$ cat config.mk
export PLATFORM = sky130hd
export DESIGN_NAME = cpu_controller
export DESIGN_NICKNAME = d
export VERILOG_FILES = /design/src/rtl/cpu_controller.sv
export SDC_FILE = /design/constraint.sdc
export NUM_CORES = 1
export LEC_CHECK = 0
export ABC_AREA = 1
export CORE_UTILIZATION = 45
export DETAILED_ROUTE_END_ITERATION = 12
export DONT_BUFFER_PORTS = 1
export GPL_TIMING_DRIVEN = 0
export PLACE_DENSITY = 0.69
export SLEW_MARGIN = 30
export SYNTH_ARGS = -nofsm -noshare
export SYNTH_HDL_FRONTEND = slang
export SYNTH_SLANG_ARGS = --single-unit
$ cat constraint.sdc
create_clock -name clk -period 1.5 [get_ports clk]
set_clock_uncertainty 0.2 [all_clocks]
set_input_delay 0.3 -clock clk [delete_from_list [all_inputs] [get_ports clk]]
set_output_delay 0.3 -clock clk [all_outputs]
set_load 0.01 [all_outputs]
$ cat src/rtl/cpu_controller.sv
// rtl/cpu_controller.sv - instruction register, field decode and multi-cycle control FSM for the regfile/ALU datapath
module cpu_controller (
  input  logic        clk,
  input  logic        reset,
  input  logic        s,
  input  logic        load,
  input  logic [15:0] in,
  output logic        w,
  output logic [2:0]  readnum,
  output logic [2:0]  writenum,
  output logic [1:0]  vsel,
  output logic        loada,
  output logic        loadb,
  output logic        loadc,
  output logic        loads,
  output logic        asel,
  output logic        bsel,
  output logic        write,
  output logic [1:0]  shift,
  output logic [1:0]  ALUop,
  output logic [15:0] sximm8,
  output logic [15:0] sximm5
);

  typedef enum logic [2:0] {
    S_WAIT,
    S_DECODE,
    S_GETA,
    S_GETB,
    S_EXEC,
    S_WREG,
    S_WIMM
  } state_t;

  state_t      state_q, state_d;
  logic [15:0] ir_q, ir_d;

  logic [2:0] opcode;
  logic [1:0] op;
  logic [2:0] rn, rd, rm;
  logic       is_alu, is_mov_imm, is_mov_reg, is_mvn, is_cmp;

  assign opcode = ir_q[15:13];
  assign op     = ir_q[12:11];
  assign rn     = ir_q[10:8];
  assign rd     = ir_q[7:5];
  assign rm     = ir_q[2:0];

  assign is_alu     = (opcode == 3'b101);
  assign is_mov_imm = (opcode == 3'b110) && (op == 2'b10);
  assign is_mov_reg = (opcode == 3'b110) && (op == 2'b00);
  assign is_mvn     = is_alu && (op == 2'b11);
  assign is_cmp     = is_alu && (op == 2'b01);

  // Field-derived outputs follow IR directly; the FSM only gates the enables.
  assign sximm8 = {{8{ir_q[7]}}, ir_q[7:0]};
  assign sximm5 = {{11{ir_q[4]}}, ir_q[4:0]};
  assign shift  = ir_q[4:3];
  assign ALUop  = is_alu ? op : 2'b00;

  always_ff @(posedge clk or posedge reset) begin
    if (reset) begin
      state_q <= S_WAIT;
      ir_q    <= 16'h0000;
    end else begin
      state_q <= state_d;
      ir_q    <= ir_d;
    end
  end

  always_comb begin
    state_d  = state_q;
    ir_d     = ir_q;
    w        = 1'b0;
    readnum  = 3'd0;
    writenum = 3'd0;
    vsel     = 2'b00;
    loada    = 1'b0;
    loadb    = 1'b0;
    loadc    = 1'b0;
    loads    = 1'b0;
    asel     = 1'b0;
    bsel     = 1'b0;
    write    = 1'b0;

    case (state_q)
      S_WAIT: begin
        w = 1'b1;
        if (load) ir_d = in;
        if (s) state_d = S_DECODE;
      end
      S_DECODE: begin
        // Unsupported encodings fall straight back to WAIT with no side effects.
        if (is_mov_imm)                state_d = S_WIMM;
        else if (is_mov_reg || is_mvn) state_d = S_GETB;
        else if (is_alu)               state_d = S_GETA;
        else                           state_d = S_WAIT;
      end
      S_GETA: begin
        readnum = rn;
        loada   = 1'b1;
        state_d = S_GETB;
      end
      S_GETB: begin
        readnum = rm;
        loadb   = 1'b1;
        state_d = S_EXEC;
      end
      S_EXEC: begin
        loadc   = 1'b1;
        asel    = is_mov_reg;
        loads   = is_cmp;
        state_d = is_cmp ? S_WAIT : S_WREG;
      end
      S_WREG: begin
        writenum = rd;
        vsel     = 2'b00;
        write    = 1'b1;
        state_d  = S_WAIT;
      end
      S_WIMM: begin
        writenum = rn;
        vsel     = 2'b10;
        write    = 1'b1;
        state_d  = S_WAIT;
      end
      default: state_d = S_WAIT;
    endcase
  end

endmodule

* Yosys cells after proc, flatten, opt, wreduce, memory -nomap -nowiden
Cells that the tools add are included.
Operators by class: add/sub/neg operators 0, multipliers 0, div/mod/pow operators 0, magnitude comparators 0, equality and inequality tests 12, shifts and indexed selects 0, muxes and demuxes 17, bitwise operators 0, reductions and logical operators 9
Operators by type and width (number):
- equality test 3 bit (second input constant) | 5
- case mux 3 bit (5 select lines) | 1
- case mux 3 bit (2 select lines) | 2
- 2-to-1 mux 3 bit | 3
- 2-to-1 mux 2 bit | 4
- 2-to-1 mux 1 bit | 7
- equality test 3 x 2 -> 1 bit (second input constant) | 2
- equality test 2 bit (second input constant) | 2
- logical AND 1 bit | 4
- equality test 3 x 1 -> 1 bit (second input constant) | 1
- zero test 3 bit | 1
- equality test 2 x 1 -> 1 bit (second input constant) | 1
- zero test 2 bit | 1
- inequality test 2 bit (second input constant) | 1
- AND reduction 2 bit | 1
- OR reduction 2 bit | 1
- logical OR 1 bit | 1
Storage, ports and cells: flip-flop bits (word level) 19, bits in latches 0, RAM bits 0, ROM bits 0, input port bits 20, output and inout bits 52, logic and storage cells 40, memories kept 0

* Depth between registers and ports, before layout
Gate-level depths: netlist (run 1).
word-level depth 6, depth in mapped cells 8, mapped depth without buffers 6

* Worst setup path after synthesis (run 1)
OpenSTA, ideal clock, no wires.
path type register -> output, start register state_q[0], end output port writenum[1], arrival time 0.930 ns, required time 1.000 ns, setup slack 0.070 ns, cell stages (with the launch flop) 4, buffers on the path 0, cell sequence dfrtp_1 > inv_1 > nand3_1 > o21ai_0
Between the ends: word-level cells in the longest chain between the ends 2, elaborated cells on any way between the ends 3, classes of those cells 2 x eq/ne; 1 x mux
RTL lines:
- start: declaration | line 35 | state_t state_q, state_d;
- start signal: assignment | line 66 | state_q <= state_d;
- equality test 3 bit | line 86 | case (state_q)
- case mux 3 bit (2 select lines) (*) | line 86
- end: declaration | line 10 | output logic [2:0] writenum,
Mark *: on every way between the ends. The rest lies on a longest branch, timed or not.

* Final worst setup path (run 1)
Ends and elaborated chain as after synthesis.

==> impl_metrics.py, run 1 <==
metrics = {
    "global_route": {
        "grt_max_degree": 20,
        "grt_first_pass_wirelength_mm": 5.451,
        "grt_antenna_before_repair": 0,
        "gr-total-overflow": 0,
        "gr-usage-all-layers_pct": 22.60,
        "grt_pass1_vias": 1128,
    },
    "final_layout": {
        "area_delta_synth_final_pct": 58.95,
        "final_common_cell": "buf_4",
        "drive_above_1_share_pct": 61.19,
        "fillCellCount": 166,
        "multi_input_area_um2": 719.4,
        "fin_nets": 222,
        "area.sequential_um2": 481.7,
        "fin_util_pct": 75.73,
        "diodes": 0,
        "fin_area_um2": 2088,
        "layout_common_cells": "buf_4 (32), nor2_4 (18), buf_6 (18), dlygate4sd3_1 (18), dfrtp_1 (14)",
    },
    "timing": {
        "relSlewSlack_pct": 51.16,
        "period_needed_ns": 1.800,
        "fin_ws_ns": -0.2998,
        "rsz0062_at_grt": "true",
        "setup_viol": 43,
        "max_freq_mhz": 555.6,
        "tightest_slew_ns": 0.7317,
        "final_max_slew_viol_count": 0,
        "finalHoldViolCount": 0,
        "hold-worst-slack_ns": 0.09861,
        "finalCritPeriodShare_pct": 120.0,
    },
    "floorplanning": {
        "ios": 72,
        "core-area_um2": 2758,
        "initial_core_util_pct": 47.64,
        "die_area_um2": 3139,
        "rows": 19,
        "dieHeight_um": 56.03,
        "die_w_um": 56.03,
    },
    "drt": {
        "drc_errors": 0,
        "via_per_inst": 5.086,
        "postRouteAntennaNets": 0,
        "dr.pass1.iters": 4,
        "vias": 1180,
        "wirelength_mm": 4.060,
        "wl_per_cell_um": 17.50,
        "drt_iter0_drc": 25,
    },
    "placement": {
        "port_buffers": 0,
        "placed_area_um2": 1356,
        "dp_hpwl_mm": 1.992,
        "dpl_worst_slack_ns": -0.05651,
        "gp_congestion": 0.8531,
    },
    "pwr": {
        "power.density_nw_per_um2": 2198,
        "ir_drop_v": 0.002089,
        "p_leak_nw": 0.9920,
    },
    "synth": {
        "synthCells": 163,
        "synth_area_um2": 1314,
        "avgSynthCellArea_um2": 8.060,
        "synth_seq_cells": 19,
        "synth-warning-count": 0,
        "yosys.cell_types.count": 21,
        "yosysSeqAreaShare_pct": 36.19,
    },
    "worst_setup_path": {
        "critical_path_class": "reg2out",
        "worstPathMaxFanout": 5,
        "worstSetupEndpointType": "output port",
        "required_ns": 1.00,
        "crit_arrival_ns": 1.30,
        "crit_slowest_cell": "dfrtp_2",
        "critPathTopFamily": "flip-flops",
        "cp-start-kind": "flip-flop",
        "r2r_slack_ns": -0.16,
        "ff2ff_path_depth": 7,
        "crit_buf_inv": 1,
        "timing.rr.start": "state_q[1]",
        "cpPeakStageDelay_ns": 0.48,
        "path_cells": "inv_2, nand3_4, o21ai_2",
        "reg2reg_to": "ir_q[0]",
    },
    "cts": {
        "cts_tree": "done",
        "cts_buffers": 3,
        "clockRootBuffer": "clkbuf_4",
        "worstSkewPairLatency_ns": 0.31,
        "cts.clk_slew.worst_paths_ns": 0.11,
        "h-tree-depth": 1,
        "cts.sinks": 19,
        "cts_max_path_buffers": 2,
    },
    "min_path": {
        "holdCritStartpoint": "load",
        "whs_endpoint": "ir_q[13]",
        "hold_path.class": "in2reg",
        "min_path_cells": 3,
    },
    "job": {
        "cap_viol_max_count": 0,
    },
    "run_status": {
        "outcome": "finished with violations",
        "violations": "negative setup slack",
    },
}
## how the worst max path moves through the flow
stage | start | endpoint | slack [ns] | cells past startpoint
6_report | state_q[0] | writenum[1] | -0.30 | 3
2_1_floorplan | state_q[0] | writenum[1] | 0.07 | 3
5_1_grt | state_q[0] | writenum[1] | -0.35 | 3
3_5_place_dp | state_q[0] | writenum[2] | -0.06 | 3
4_1_cts | state_q[2] | readnum[2] | -0.24 | 4
3_3_place_gp | state_q[2] | readnum[2] | -0.07 | 4
## routing by layer
| metal | track usage [%] | routed length [um] | vias up |
|---|---|---|---|
| li1 | - | - | 545 |
| met1 | 25.37 | 1484 | 575 |
| met2 | 41.33 | 2245 | 52 |
| met3 | 4.884 | 231 | 8 |
| met4 | 8.711 | 99 | 0 |
| met5 | 0 | 0 | - |
## Yosys cell counts
cell type | number | area share, %
o21ai_0 | 3 | 1.1
inv_6 | 1 | 0.67
dfrtp_1 | 19 | 36
nand2_4 | 1 | 0.86
nor2_1 | 17 | 4.9
nor2_2 | 4 | 1.9
nor3_1 | 2 | 0.76
nor2_4 | 1 | 0.86
nand2_1 | 26 | 7.4
buf_6 | 1 | 0.86
inv_1 | 18 | 5.1
buf_4 | 38 | 22
o22ai_1 | 4 | 1.9
a21oi_2 | 10 | 6.7
a21oi_1 | 3 | 1.1
nand4_1 | 1 | 0.48
inv_2 | 1 | 0.29
nand2_8 | 1 | 1.5
conb_1 | 1 | 0.29
buf_12 | 1 | 1.5
nand3_1 | 10 | 3.8
## per-stage QoR
step,total power [mW],cells,setup TNS (ns)
final,4.590,232,-6.116
after CTS,3.940,226,-3.521
after global placement,2.961,195,-0.2347
after global routing,4.812,232,-7.925
after floorplan,2.749,164,0
after detailed placement,3.022,195,-0.2452
## final cells by class
type | instances | share of cell area (%)
multi-input cells | 85 | 34.45
flip-flops and latches | 19 | 23.07
plain buffers | 40 | 18.27
repair buffers | 33 | 16.72
inverters | 20 | 4.314
well taps | 31 | 1.857
clock buffers | 3 | 1.078
clock inverters | 1 | 0.2397
## worst register-to-register path: cells and delay by family (launching register included)
family	cells	cell delay (ns)
AOI/OAI and AO/OA	1	0.04
buffers and inverters	2	0.27
DFF	1	0.51
and+or+nand+nor	4	0.52
## registers in the layout (all words and copies together), names as in the netlist
signal   flops
state_q      3
ir_q        16
## report_power, final
group	switching, mW	leakage [nW]	internal, mW
clock network	0.167	0.0177	0.0999
registers	0.307	0.217	0.765
logic	1.71	0.758	1.54
## what timing repair did
item / CTS / global route
hold buffers: 18 / 0
endpoints found under the setup margin: 42 / 49
setup buffers: 8 / 5
endpoints found under the hold margin: 36 / 0
pin swaps: 9 / 8
gates resized for setup: 64 / 41
gates cloned: 1 / 1
## cell families (layout without fill, tap and decap cells)
family,after synthesis,in the layout,synth area share [%]
other,1,2,0.2854
DFF,19,19,36.19
AOI/OAI and AO/OA,20,20,10.86
and+or+nand+nor,63,63,22.48
buffers and inverters,60,97,30.19
Power figures use the tool's default switching activity.
==> run 2, diff against run 1 <==
- CTS_BUF_LIST: not set -> sky130_fd_sc_hd__clkbuf_16
==> impl_metrics.py, run 2 (synthesized netlist as in run 1, its figures left out) <==
metrics = {
    "cts": {
        "cts_max_path_buffers": 2,
        "h-tree-depth": 1,
        "cts.sinks": 19,
        "cts_buffers": 3,
        "cts.clk_slew.worst_paths_ns": 0.05,
        "worstSkewPairLatency_ns": 0.26,
        "clockRootBuffer": "clkbuf_16",
        "cts_tree": "done",
    },
    "placement": {
        "place_inst": 195,
        "gp_congestion": 0.8531,
        "dpl_worst_slack_ns": -0.05651,
        "port_buffers": 0,
        "dp_hpwl_mm": 1.992,
    },
    "timing": {
        "hold-worst-slack_ns": -0.008831,
        "rsz0062_at_grt": "true",
        "period_needed_ns": 1.709,
        "final_max_slew_viol_count": 0,
        "tightest_slew_ns": 0.7433,
        "fin_ws_ns": -0.2092,
        "setup_viol": 33,
        "relSlewSlack_pct": 50.39,
        "max_freq_mhz": 585.1,
        "finalHoldViolCount": 3,
        "finalCritPeriodShare_pct": 113.9,
    },
    "floorplanning": {
        "core-area_um2": 2758,
        "die_w_um": 56.03,
        "dieHeight_um": 56.03,
        "ios": 72,
        "rows": 19,
        "die_area_um2": 3139,
        "initial_core_util_pct": 47.64,
    },
    "final_layout": {
        "fin_cells": 224,
        "fin_util_pct": 72.82,
        "layout_common_cells": "buf_4 (44), nor2_4 (18), nand2_1 (15), dfrtp_1 (15), inv_1 (13)",
        "largest_register_ff_count": 16,
        "top_register": "ir_q",
        "fillCellCount": 186,
        "diodes": 0,
        "fin_nets": 214,
        "area_delta_synth_final_pct": 52.86,
        "biggestRegsByFlops": "ir_q x16, state_q x3",
        "final_common_cell": "buf_4",
        "drive_above_1_share_pct": 62.69,
    },
    "worst_setup_path": {
        "timing.rr.start": "state_q[1]",
        "ff2ff_path_depth": 6,
        "r2r_slack_ns": -0.12,
        "worstPathMaxFanout": 5,
        "critical_path_class": "reg2out",
        "cp-start-kind": "flip-flop",
        "required_ns": 1.00,
        "crit_arrival_ns": 1.21,
        "worstSetupEndpointType": "output port",
        "reg2reg_to": "ir_q[1]",
    },
    "drt": {
        "dr_wl_met3_um": 220,
        "wl_met1_mm": 1.418,
        "dr.pass1.iters": 4,
        "via_per_inst": 5.147,
        "vias": 1153,
        "met2_length_mm": 2.168,
        "top_layer": "met4",
        "postRouteAntennaNets": 0,
        "drt_iter0_drc": 34,
        "drc_errors": 0,
        "wl_per_cell_um": 17.53,
        "wirelength_mm": 3.927,
    },
    "run_status": {
        "outcome": "finished with violations",
        "violations": "negative hold slack, negative setup slack",
    },
    "min_path": {
        "whs_endpoint": "ir_q[13]",
        "hold_path.class": "in2reg",
        "min_path_cells": 2,
        "holdCritStartpoint": "in[13]",
    },
    "global_route": {
        "gr-usage-all-layers_pct": 22.59,
        "gr-total-overflow": 0,
        "grt_antenna_before_repair": 0,
        "grt_max_degree": 20,
        "grt_first_pass_wirelength_mm": 5.347,
        "grt_pass1_vias": 1129,
    },
    "pwr": {
        "power.density_nw_per_um2": 2321,
        "p_leak_nw": 0.9634,
        "ir_drop_v": 0.001885,
        "finalPower_mw": 4.662,
    },
    "job": {
        "cap_viol_max_count": 0,
    },
}
-- run 2: timing repair --
action | 4_1_cts | 5_1_grt
resized for setup | 52 | 36
hold endpoints to repair | 30 | 0
buffers inserted | 7 | 4
cloned | 1 | 1
hold buffers | 12 | 0
pin swaps | 8 | 13
setup endpoints to repair | 31 | 35
-- run 2: critical path, stage by stage, from the launching register on --
cell	delay, ns
dfrtp_2	0.49
nor2_4	0.21
nand2_4	0.11
nor2_4	0.14
-- run 2: per-stage QoR --
stage | TNS, ns | cell area [um2]
global placement | -0.2347 | 1356
floorplan | 0 | 1318
finish | -4.112 | 2008
CTS | -2.357 | 1826
detailed placement | -0.2452 | 1356
global route | -5.339 | 2008
-- run 2: power breakdown --
| part | internal [mW] | switching (mW) |
|---|---|---|
| Clock | 0.358 | 0.202 |
| Sequential | 0.766 | 0.352 |
| Combinational | 1.39 | 1.59 |
-- run 2: final cells by class --
cell class                 instances  area (um2)  share of cell area (%)
multi-input combinational         85       715.7                   35.64
sequential                        19       480.5                   23.93
buffer                            40       329.1                   16.39
timing repair buffer              25       274.0                   13.64
inverter                          20       90.09                   4.486
clock buffer                       3       75.07                   3.738
tap                               31       38.79                   1.931
clock inverter                     1       5.005                  0.2492
-- run 2: layer usage --
layer	global-route usage, %	up-vias
li1	-	535
met1	24.00	551
met2	42.01	53
met3	5.814	14
met4	9.059	0
met5	0	-
-- run 2: worst max-delay path by stage --
stage / start / endpoint / slack [ns] / depth (start not counted)
after floorplan: state_q[0] / writenum[1] / 0.07 / 3
after global placement: state_q[2] / readnum[2] / -0.07 / 4
after detailed placement: state_q[0] / writenum[2] / -0.06 / 3
after CTS: state_q[2] / readnum[2] / -0.18 / 4
after global routing: ir_q[15] / asel / -0.24 / 4
final: state_q[1] / loads / -0.21 / 3
